==> src/rtl/psec5_ctmp_readout.sv <==
// Per-channel CTMP readout: on a synchronized INST_READOUT rising edge, snapshots the
// 56-bit counter word and shifts a 76-bit framed packet out MSB-first on SDO.
module psec5_ctmp_readout #(
    parameter logic [7:0] HEADER      = 8'hA5,
    parameter int         SYNC_STAGES = 2
) (
    input  logic        SPI_CLK,
    input  logic        RST,
    input  logic        INST_READOUT,
    input  logic [55:0] CTMP,
    input  logic [3:0]  CHAN_ID,
    input  logic        SHIFT_EN,
    output logic        SDO,
    output logic        SDO_FRAME,
    output logic        READOUT_BUSY,
    output logic        READOUT_DONE,
    output logic [1:0]  fsm_state
);

    localparam logic [1:0] IDLE  = 2'd0;
    localparam logic [1:0] LOAD  = 2'd1;
    localparam logic [1:0] SHIFT = 2'd2;
    localparam logic [1:0] DONE  = 2'd3;

    localparam logic [6:0] LAST_BIT = 7'd75;

    logic [1:0]             state;
    logic [SYNC_STAGES-1:0] sync_q;
    logic                   edge_q;
    logic                   req;
    logic [75:0]            shreg;
    logic [6:0]             count;
    logic [7:0]             cksum;

    // Edge detect runs in every state, so a request arriving while busy is
    // consumed (dropped) rather than deferred until IDLE.
    assign req = sync_q[SYNC_STAGES-1] & ~edge_q;

    always_comb begin
        cksum = 8'h00;
        for (int i = 0; i < 7; i++) begin
            cksum = cksum ^ CTMP[i*8 +: 8];
        end
    end

    always_ff @(posedge SPI_CLK or posedge RST) begin
        if (RST) begin
            sync_q <= '0;
            edge_q <= 1'b0;
        end else begin
            sync_q <= {sync_q[SYNC_STAGES-2:0], INST_READOUT};
            edge_q <= sync_q[SYNC_STAGES-1];
        end
    end

    // Handshake: while SDO_FRAME is high, SDO carries one frame bit; the bit is
    // consumed on a clock edge where SHIFT_EN=1, otherwise it is held unchanged.
    always_ff @(posedge SPI_CLK or posedge RST) begin
        if (RST) begin
            state <= IDLE;
            shreg <= '0;
            count <= '0;
        end else begin
            case (state)
                IDLE: begin
                    if (req) state <= LOAD;
                end
                LOAD: begin
                    shreg <= {HEADER, CHAN_ID, CTMP, cksum};
                    count <= '0;
                    state <= SHIFT;
                end
                SHIFT: begin
                    if (SHIFT_EN) begin
                        shreg <= {shreg[74:0], 1'b0};
                        if (count == LAST_BIT) begin
                            count <= '0;
                            state <= DONE;
                        end else begin
                            count <= count + 7'd1;
                        end
                    end
                end
                DONE: begin
                    state <= IDLE;
                end
                default: begin
                    state <= IDLE;
                end
            endcase
        end
    end

    assign SDO          = (state == SHIFT) ? shreg[75] : 1'b0;
    assign SDO_FRAME    = (state == SHIFT);
    assign READOUT_BUSY = (state == LOAD) || (state == SHIFT);
    assign READOUT_DONE = (state == DONE);
    assign fsm_state    = state;

endmodule

==> config.mk <==
export PLATFORM = sky130hd
export DESIGN_NAME = psec5_ctmp_readout
export DESIGN_NICKNAME = d
export VERILOG_FILES = /design/src/rtl/psec5_ctmp_readout.sv
export SDC_FILE = /design/constraint.sdc
export NUM_CORES = 1
export LEC_CHECK = 0
export CORE_MARGIN = 4
export CORE_UTILIZATION = 30
export DETAILED_ROUTE_END_ITERATION = 8
export PLACE_DENSITY = 0.56
export SLEW_MARGIN = 25
export SYNTH_ARGS = -nofsm -noshare
export SYNTH_HDL_FRONTEND = slang
export SYNTH_SLANG_ARGS = --single-unit
==> constraint.sdc <==
create_clock -name SPI_CLK -period 3.3 [get_ports SPI_CLK]
set_input_delay 0.495 -clock SPI_CLK [delete_from_list [all_inputs] [get_ports SPI_CLK]]
set_output_delay 0.495 -clock SPI_CLK [all_outputs]
set_load 0.02 [all_outputs]
### Word-level counts from Yosys, hierarchy flattened

Cells that the tools add are included.

| word-level totals | value |
|---|---|
| register bits after elaboration | 88 |
| latch bits | 0 |
| RAM bits | 0 |
| ROM bits | 0 |
| input port bits | 64 |
| output and inout port bits | 6 |
| word-level logic and storage cells | 36 |
| memories | 0 |

| operators by class | value |
|---|---|
| add/subtract/negate cells | 1 |
| multipliers | 0 |
| divide/modulo/power cells | 0 |
| magnitude comparators | 0 |
| equal/unequal tests | 7 |
| shifts and indexed selects | 0 |
| muxes and demuxes | 10 |
| bitwise operators | 8 |
| reduce and logical (&&, ||, !) cells | 5 |

Operator list:

| operator | count |
|---|---|
| case mux 76 bit (2 select lines) | 1 |
| two-way mux 76 bit | 1 |
| XOR 8 bit | 6 |
| two-way mux 7 bit | 2 |
| case mux 7 bit (2 select lines) | 1 |
| case mux 2 bit (4 select lines) | 1 |
| adder 7 x 1 -> 7 bit (second input constant) | 1 |
| equality test 7 bit (second input constant) | 1 |
| two-way mux 2 bit | 3 |
| equality test 2 bit (second input constant) | 2 |
| inequality test 2 bit (second input constant) | 2 |
| AND reduction 3 bit | 1 |
| equality test 2 x 1 -> 1 bit (second input constant) | 1 |
| zero test 2 bit | 1 |
| inequality test 2 x 1 -> 1 bit (second input constant) | 1 |
| AND reduction 2 bit | 1 |
| nonzero test 2 bit | 1 |
| bitwise AND 1 bit | 1 |
| logical OR 1 bit | 1 |
| two-way mux 1 bit | 1 |
| NOT 1 bit | 1 |

### Depth between registers and ports, before layout

Gate-level depths: netlist of run 1.

| logic depth | value |
|---|---|
| depth in word-level cells | 7 |
| mapped depth | 10 |
| mapped depth without buffers | 6 |

### Least setup slack after synthesis of run 1

No wires, ideal clock.

| timing path | value |
|---|---|
| kind | flip-flop to output port |
| start | reg state[0], in the netlist fsm_state[0] |
| end | out SDO |
| data arrival time | 1.694 ns |
| slack | 1.111 ns |
| stages on the path, launching flop included | 6 |
| path through | dfrtp_1 -> inv_1 -> ha_1 -> buf_4 -> clkbuf_1 -> and2_1 |

| between the ends | value |
|---|---|
| word-level cells in the longest chain between the ends | 2 |

Ends and longest elaborated chain:

| element | line | source |
|---|---|---|
| from (decl) | 27 | `logic [1:0] state;` |
| from (signal assigned) | 60 | `state <= IDLE;` |
| from (signal assigned) | 66 | `if (req) state <= LOAD;` |
| from (signal assigned) | 71 | `state <= SHIFT;` |
| equality test 2 bit | - |  |
| net SDO_FRAME | 14 | `output logic SDO_FRAME,` |
| two-way mux 1 bit | 94 | `assign SDO = (state == SHIFT) ? shreg[75] : 1'b0;` |
| to (decl) | 13 | `output logic SDO,` |

The timed path passes the listed nets, and every way through them passes these cells.

### Final worst setup path of run 1

| timing path | value |
|---|---|
| start | reg state[0], in the netlist fsm_state[0] |
| end | out SDO |

| between the ends | value |
|---|---|
| word-level cells in the longest chain between the ends | 2 |

Ends and longest elaborated chain:

| element | line |
|---|---|
| equality test 2 bit | 94 |
| two-way mux 1 bit | 94 |

No other way between the ends.

==> results of run 1 <==
## registers in the layout, summed over array words and instances (netlist names)
signal / count
fsm_state: 2
edge_q: 1
shreg: 76
count: 7
sync_q: 2
## cell type report
| type | instances | area, um^2 | area share (%) |
|---|---|---|---|
| Sequential cell | 88 | 2202 | 39.21 |
| Multi-Input combinational cell | 300 | 2066 | 36.78 |
| Timing Repair Buffer | 74 | 765.7 | 13.63 |
| Clock buffer | 12 | 256.5 | 4.567 |
| Tap cell | 184 | 230.2 | 4.099 |
| Clock inverter | 4 | 76.32 | 1.359 |
| Inverter | 5 | 20.02 | 0.3564 |
## cell usage after synthesis, types with 5 or more instances
cell type  instances  area (um^2)
dfrtp_1           88         2202
nand2_1           66        247.7
mux2i_1           62        620.6
o21ai_0           60        300.3
xnor2_1           41        359.1
a21oi_1           13        65.06
buf_2              9        45.04
buf_4              8        60.06
o22ai_1            8        50.05
xor2_1             7        61.31
a22o_1             6        52.55
ha_1               6        75.07
clkbuf_1           5        18.77
inv_1              5        18.77
nand3_1            5        25.02
## logic make-up after synthesis
group	Yosys count	share of synthesized area [%]
xor gates and xnor gates	48	9.489
buffers and inverters	31	3.954
AOI/OAI and AO/OA	97	12.31
adders and majority gates	6	1.694
DFF	88	49.70
and+or+nand+nor	85	8.331
muxes	64	14.52
## per-layer routing
| metal | vias up | part of all wire, % | GRT usage (%) |
|---|---|---|---|
| li1 | 1565 | - | - |
| met1 | 1435 | 46 | 16.15 |
| met2 | 52 | 48 | 19.24 |
| met3 | 9 | 3.8 | 2.844 |
| met4 | 0 | 1.4 | 3.851 |
| met5 | - | 0 | 0 |
## metrics by stage
| stage | utilization [%] | worst slack, ps | hold slack (ps) |
|---|---|---|---|
| floorplan | - | 526.4 | 331.2 |
| global route | 38.79 | 554.3 | 380.0 |
| detailed placement | 36.49 | 849.3 | 342.7 |
| CTS | 38.79 | 612.9 | 357.5 |
| global placement | 36.49 | 940.7 | 348.0 |
| finish | 38.79 | 656.1 | 354.5 |
## worst register-to-register path, stage by stage, from the launching register on
cell and delay, ps:
dfrtp_1 430, inv_1 170, ha_4 390, nor2b_1 270, nor2_4 530, buf_4 340, o21ai_0 140
## path summary, 6_finish.rpt
check,startpoint,end,depth (start not counted)
setup / recovery,fsm_state[0]$_DFFE_PP0P_,SDO,4
hold / removal,sync_q[0]$_DFF_PP0_,sync_q[1]$_DFF_PP0_,0
setup reg to reg,fsm_state[0]$_DFFE_PP0P_,shreg[38]$_DFFE_PP0P_,6
hold reg to reg,sync_q[0]$_DFF_PP0_,sync_q[1]$_DFF_PP0_,0
max in group asynchronous,RST,shreg[56]$_DFFE_PP0P_,3
min in group asynchronous,RST,shreg[38]$_DFFE_PP0P_,2
## report_power, final
part           total [mW]  switching, mW  internal (mW)
registers            1.83          0.263           1.57
clock network        1.12          0.418          0.706
logic                2.06           1.12          0.937
==> metrics.yaml, run 1 <==
start_kind: "flip-flop"
period_share_pct: 80.12
critPathBufInv: 2
status: "completed"
routed_via_density: 4.589
path_delay_family: "buffers and inverters"
io_buffers: 69
cp-end-kind: "primary output"
crit_fanout: 26
core_mm2: 0.01448
rsz0062_at_grt: "false"
grt_use_total_pct: 12.02
clk_pin_slew_ps: 60
finalSetupViolations: 0
ys.flop_type: "dfrtp_1"
fin_skew_ps: 7.232
boundaryPins: 70
cts_tree: "built"
p_total_mw: 5.014
cts_root_buf: "clkbuf_16"
period_needed_ps: 2644
p_leak_nw: 2.319
grt_max_degree: 52
drv_slew: 0
vdd_drop_max_uv: 333.2
slowest_delay_ps: 610
num_antenna_cells: 0
rows: 44
syn_nets: 489
dp_hpwl_um: 7117
crit_arrival_ps: 2150
criticalPathCategory: "reg2out"
drc_errors: 0
r2r_slack_ps: 890
finalSetupTns_ps: 0
nets: 548
worst_pin_slew_ps: 851.2
drv_cap: 0
initial_core_util_pct: 30.60
synth_cells: 419
final_cell_mix: "88 x dfrtp_1, 69 x clkdlybuf4s50_1, 66 x nand2_1, 62 x mux2i_1, 60 x o21ai_0"
ctsHoldBuffers: 0
gp_congestion: 0.7659
cts_sinks: 88
routedWlPerCell_um: 14.65
dr.pass1.iters: 4
worst_path_max_delay_cell: "clkdlybuf4s50_1"
yosysUniqueCellTypes: 33
dpl_cell_area_mm2: 0.005284
crit_path_cell_trace: "inv_1 -> ha_4 -> and2_1 -> clkdlybuf4s50_1"
n_fill_cell: 1408
required_ps: 2800
htreeDepth: 3
die-area_mm2: 0.01678
cts-buffers-inserted: 9
ys_seq_area_share_pct: 49.70
drive_gt1_share_pct: 5.383
ant_nets: 0
instances_no_fill: 667
synth-edff-count: 0
power_density_mw_per_mm2: 892.6
yosys_warnings: 0
layout_commonest_cell: "dfrtp_1"
fmaxAchievable_ghz: 0.3782
synth_area_per_cell_um2: 10.57
antenna_found_initial: 0
ctsResizeCount: 0
post-place-cells: 651
drt_iter0_drc: 132
final-hold-violation-count: 0
ys_async_sr_fraction_pct: 100.0
final_cell_area_mm2: 0.005617
grt_pass1_wl_um: 15700
vias: 3061
ys_ff_latch: 88
area_growth_pct: 26.77
wirelength_um: 9773
grt_pass1_vias: 3090
syn-cell-area_mm2: 0.004430
grt-ovfl-total: 0
cts_setup_buffers: 0
dieWidth_um: 129.5
clock_latency_ps: 340
clockBufferDepth: 2
slew_headroom_pct: 43.26
worstHoldPathType: "reg2reg"
dieHeight_um: 129.5
Note: power is estimated with default switching activity, not from simulation.
==> run 2, diff against run 1 <==
==> constraint.sdc (replaced) <==
create_clock -name SPI_CLK -period 2.5 [get_ports SPI_CLK]
set_input_delay 0.375 -clock SPI_CLK [delete_from_list [all_inputs] [get_ports SPI_CLK]]
set_output_delay 0.375 -clock SPI_CLK [all_outputs]
set_load 0.02 [all_outputs]
==> run 2 against run 1 <==
Worst setup slack got worse by 490 ps. Largest cell class unchanged. Clock power rose by 16%. Global-route usage is 0.46 points higher. Critical endpoint unchanged. Sequential power up 32%. Largest power group unchanged.
==> metrics.yaml, run 2 (synthesis results as in run 1) <==
status: "completed"
criticalPathCategory: "reg2out"
cts_sinks: 88  # unchanged
period_share_pct: 93.36
crit_path_cell_trace: "inv_1 -> ha_4 -> and2_1 -> clkdlybuf4s50_1"
fin_util_pct: 38.81  # about the same
required_ps: 2120  # -680 ps
period_needed_ps: 2334
clock_latency_ps: 340  # about the same
initial_core_util_pct: 30.60  # unchanged
fin_skew_ps: 4.919  # -2.312 ps
grt_max_degree: 74  # +42%
finalSetupTns_ps: 0  # unchanged
power_density_mw_per_mm2: 1153  # +29%
multiInputGateArea_mm2: 0.002066  # unchanged
start_kind: "flip-flop"
p_total_mw: 6.480  # +29%
grt_pass1_wl_um: 16230  # +3.3%
drive_gt1_share_pct: 5.556  # +0.17 points
p_leak_nw: 2.320  # about the same
final-hold-violation-count: 0  # unchanged
crit_arrival_ps: 1960  # -190 ps
ant_nets: 0  # unchanged
met3_usage_pct: 2.556  # -0.29 points
worstHoldPathType: "reg2reg"
path_delay_family: "buffers and inverters"
grt_use_total_pct: 12.48  # +0.46 points
cts-buffers-inserted: 9  # unchanged
rows: 44  # unchanged
crit_fanout: 12  # -54%
use_met2_pct: 20.61  # +1.4 points
dieHeight_um: 129.5  # unchanged
grt-ovfl-total: 0  # unchanged
core_mm2: 0.01448  # unchanged
regMostFlops: "shreg"
drc_errors: 0  # unchanged
gp_congestion: 0.7432  # -3.0%
largest_reg_flops: 76  # unchanged
ctsHoldBuffers: 0  # unchanged
final_cell_mix: "88 x dfrtp_1, 69 x clkdlybuf4s50_1, 66 x nand2_1, 62 x mux2i_1, 60 x o21ai_0"
num_antenna_cells: 0  # unchanged
cp-end-kind: "primary output"
critPathBufInv: 2  # unchanged
routed_via_density: 4.666  # +1.7%
wirelength_um: 9790  # +0.17%
routedWlPerCell_um: 14.61  # -0.27%
io_buffers: 69  # unchanged
n_fill_cell: 1417  # +0.64%
finalSetupViolations: 0  # unchanged
regArea_mm2: 0.002202  # unchanged
dp_hpwl_um: 7156  # +0.54%
grt_pass1_vias: 3281  # +6.2%
boundaryPins: 70  # unchanged
vias: 3126  # +2.1%
die-area_mm2: 0.01678  # unchanged
dieWidth_um: 129.5  # unchanged
fmaxAchievable_ghz: 0.4285
worst_pin_slew_ps: 577.5  # -273.6 ps
met1_usage_pct: 15.86  # -0.29 points
area_growth_pct: 26.83  # about the same
drt_iter0_drc: 114  # -14%
layout_commonest_cell: "dfrtp_1"
cts_tree: "built"
cts_root_buf: "clkbuf_16"
clockBufferDepth: 2  # unchanged
rsz0062_at_grt: "false"
nets: 551  # +0.55%
worst_path_max_delay_cell: "clkdlybuf4s50_1"
ctsResizeCount: 0  # unchanged
slowest_delay_ps: 590  # -20 ps
drv_cap: 0  # unchanged
drv_slew: 0  # unchanged
slew_headroom_pct: 61.42  # +18 points
vdd_drop_max_uv: 636.2  # +91%
clk_pin_slew_ps: 60  # about the same
dr.pass1.iters: 4  # unchanged
busiest_layer: "met2"
htreeDepth: 3  # unchanged
largest_registers: "shreg x76, count x7"
antenna_found_initial: 0  # unchanged
==> run 2: routing by layer <==
metal / share of wire (%) / wire length [um] / vias up
li1: - / - / 1572
met1: 45 / 4442 / 1498
met2: 50 / 4870 / 45
met3: 2.9 / 280 / 11
met4: 2.0 / 197 / 0
met5: 0 / 0 / -
==> run 2: through the flow <==
| stage | area [um^2] | worst slack [ps] | instances | hold WS, ps |
|---|---|---|---|---|
| 2_1_floorplan | 4434 | 431.0 | 419 | 331.2 |
| 3_3_place_gp | 5326 | 450.6 | 653 | 338.8 |
| 3_5_place_dp | 5326 | 419.0 | 653 | 340.4 |
| 4_1_cts | 5608 | 43.04 | 669 | 354.2 |
| 5_1_grt | 5619 | 75.57 | 670 | 366.5 |
| 6_report | 5619 | 166.1 | 670 | 350.4 |
==> run 2: area by class of cell <==
class | count | share of cell area, %
Multi-Input combinational cell | 300 | 36.76
Clock inverter | 4 | 0.8016
Tap cell | 184 | 4.097
Timing Repair Buffer | 77 | 14.54
Sequential cell | 88 | 39.19
Clock buffer | 12 | 4.208
Inverter | 5 | 0.4008
==> run 2: repair_timing <==
| item | 4_1_cts | 5_1_grt |
|---|---|---|
| setup endpoints to repair | 0 | 1 |
| buffers inserted | 0 | 1 |
| hold endpoints to repair | 0 | 0 |
==> run 2: path summary, 6_finish.rpt <==
kind | end | slack (ps) | startpoint | depth (start not counted)
min | sync_q[1]$_DFF_PP0_ | 350 | sync_q[0]$_DFF_PP0_ | 0
max in group asynchronous | shreg[46]$_DFFE_PP0P_ | 1480 | RST | 3
max reg2reg | shreg[28]$_DFFE_PP0P_ | 600 | fsm_state[0]$_DFFE_PP0P_ | 7
max | SDO | 170 | fsm_state[0]$_DFFE_PP0P_ | 4
min reg2reg | sync_q[1]$_DFF_PP0_ | 350 | sync_q[0]$_DFF_PP0_ | 0
min in group asynchronous | sync_q[1]$_DFF_PP0_ | 460 | RST | 2
==> run 2: worst reg2reg max path: cells and delay by family (launching register included) <==
kind                     cells  cell delay, ps
buffers and inverters        3             600
flip-flops                   1             430
adder cells (fa/ha/maj)      1             280
AND/OR/NAND/NOR              2             260
AO/OA/AOI/OAI                1             190
==> run 2: power by group <==
group / internal [mW] / switching (mW)
clock network: 0.770 / 0.529
logic: 1.27 / 1.50
registers: 2.07 / 0.344
total: 4.11 / 2.37
==> RTL edit, RTL diff (settings of run 1) <==
Add an input register stage for `INST_READOUT`, `CTMP`, `CHAN_ID` and `SHIFT_EN`; this delays them by one clock.
--- a/src/rtl/psec5_ctmp_readout.sv
+++ b/src/rtl/psec5_ctmp_readout.sv
@@ -26,2 +26,14 @@
 
+    logic INST_READOUT_q;
+    logic [55:0] CTMP_q;
+    logic [3:0] CHAN_ID_q;
+    logic SHIFT_EN_q;
+
+    always_ff @(posedge SPI_CLK) begin
+        INST_READOUT_q <= INST_READOUT;
+        CTMP_q         <= CTMP;
+        CHAN_ID_q      <= CHAN_ID;
+        SHIFT_EN_q     <= SHIFT_EN;
+    end
+
     logic [1:0]             state;
@@ -41,3 +53,3 @@
         for (int i = 0; i < 7; i++) begin
-            cksum = cksum ^ CTMP[i*8 +: 8];
+            cksum = cksum ^ CTMP_q[i*8 +: 8];
         end
@@ -50,3 +62,3 @@
         end else begin
-            sync_q <= {sync_q[SYNC_STAGES-2:0], INST_READOUT};
+            sync_q <= {sync_q[SYNC_STAGES-2:0], INST_READOUT_q};
             edge_q <= sync_q[SYNC_STAGES-1];
@@ -68,3 +80,3 @@
                 LOAD: begin
-                    shreg <= {HEADER, CHAN_ID, CTMP, cksum};
+                    shreg <= {HEADER, CHAN_ID_q, CTMP_q, cksum};
                     count <= '0;
@@ -73,3 +85,3 @@
                 SHIFT: begin
-                    if (SHIFT_EN) begin
+                    if (SHIFT_EN_q) begin
                         shreg <= {shreg[74:0], 1'b0};
Behaviour: not the same (a bounded check fails within 4 cycles, from zero or initial values and one cycle with RST high).
==> RTL edit against run 1 <==
  * Sequential cell count up 62
  * Setup slack got worse by 0.13 ns
  * Register-to-register slack lost 0.13 ns
  * Sequential share of layout area increased by 8.9 points
  * Worst hold slack got worse by 0.017 ns
  * Synthesized cell count increased by 16%
  * Design area is 28% higher
  * Routed wire length grew 20%
  * Synthesized area is 29% higher
  * Core utilization is 0.63 points lower
  * Power is 30% higher
  * Sequential power is 45% higher
  * Largest power group is now sequential cells
==> RTL edit: results (changes against run 1) <==
status: finished clean (unchanged)
met3 Track Usage GR: 0.0363 (was 0.0284)
Yosys warnings: 0 (unchanged)
syn nets: 556 (was 489)
peak supply drop: 469 uV (was 333 uV)
Synth top cells by count: 88 x dfrtp_1, 67 x nand2_1, 63 x o21ai_0 (was 88 x dfrtp_1, 66 x nand2_1, 62 x mux2i_1)
M1 WL: 5.48 mm (was 4.53 mm)
Inserted Clock Buffers: 17 (was 9)
RePlAce Congestion: 0.746 (was 0.766)
met2 Resource Use GR: 0.184 (was 0.192)
arrival time at the worst endpoint: 2.28 ns (was 2.15 ns)
DP HPWL: 8.37 mm (was 7.12 mm)
filler cell count: 1797 (was 1408)
largest net degree at the start of global routing: 60 (was 52)
wire per inst: 14.7 um (about the same)
vias in the first global route: 3786 (was 3090)
drt initial violations: 154 (was 132)
crit-path max FO: 31 (was 26)
H-tree levels: 4 (was 3)
CTS resizes: 0 (unchanged)
FF-to-FF setup slack: 0.76 ns (was 0.89 ns)
Leak: 0.00296 uW (was 0.00232 uW)
Top Registers: shreg x76, CTMP_q x56, count x7 (was shreg x76, count x7)
drt via density: 4.49 (was 4.59)
register area share after synthesis: 0.601 (was 0.497)
post-layout net count: 623 (was 548)
placed cell area: 6610 um^2 (was 5280 um^2)
reg2reg end: shreg[35]$_DFFE_PP0P_ (was shreg[38]$_DFFE_PP0P_)
first-pass GRT wire length: 19.7 mm (was 15.7 mm)
routed length on met2: 5.67 mm (was 4.73 mm)
Least-Margin Pin Slew: 0.893 ns (was 0.851 ns)
Tot GR Track Use: 0.116 (was 0.120)
Worst Hold Path EP: sync_q[0]$_DFF_PP0_ (was sync_q[1]$_DFF_PP0_)
FFs w/ async S/R, synth: 0.587 (was 1.00)
GR Util met1: 0.150 (was 0.161)
skew final: 0.0111 ns (was 0.00723 ns)
WL met3: 423 um (was 370 um)
count of different cell masters after synthesis: 35 (was 33)
Clock Latency Late Sink: 0.43 ns (was 0.34 ns)
-- RTL edit: cell count changes in the layout (fill, tap and decap cells not counted), moves of 3 or more --
| cell | before | now |
|---|---|---|
| dfxtp_1 | 0 | 62 |
| clkbuf_16 | 9 | 17 |
| inv_6 | 0 | 8 |
| buf_4 | 2 | 5 |
| inv_8 | 0 | 3 |
| nand3_1 | 5 | 8 |
| o21ai_0 | 60 | 63 |
-- RTL edit: layout make-up --
| type | instances | area (um^2) | share of cell area |
|---|---|---|---|
| sequential | 150 | 3440 | 0.481 |
| multi-input combinational | 304 | 2100 | 0.293 |
| timing repair buffer | 75 | 748 | 0.104 |
| clock buffer | 17 | 425 | 0.0594 |
| tap | 234 | 293 | 0.0409 |
| clock inverter | 15 | 131 | 0.0183 |
| inverter | 5 | 20.0 | 0.00280 |
-- RTL edit: cells by family (layout without fill, tap and decap cells) --
logic type	count (synthesis)	count (layout)	synth area share
buffers and inverters	32	112	0.0345
XOR/XNOR	48	48	0.0734
flip-flops	150	150	0.601
AO/OA/AOI/OAI	97	97	0.0950
multiplexers	63	63	0.110
adder cells (fa/ha/maj)	6	6	0.0131
AND/OR/NAND/NOR	90	90	0.0727
-- RTL edit: per-stage QoR --
| step | utilization | cells | setup WS [ns] | hold WS, ns |
|---|---|---|---|---|
| 2_1_floorplan | - | 486 | 0.526 | 0.316 |
| 6_report | 0.382 | 800 | 0.527 | 0.338 |
| 3_3_place_gp | 0.352 | 768 | 0.836 | 0.339 |
| 3_5_place_dp | 0.352 | 768 | 0.761 | 0.335 |
| 4_1_cts | 0.382 | 800 | 0.485 | 0.344 |
| 5_1_grt | 0.382 | 800 | 0.400 | 0.342 |
-- RTL edit: where the power goes --
part	switching (uW)	total (uW)	internal [uW]
clock	831	1830	995
combinational	1120	2020	901
sequential	302	2650	2350
total	2250	6500	4250
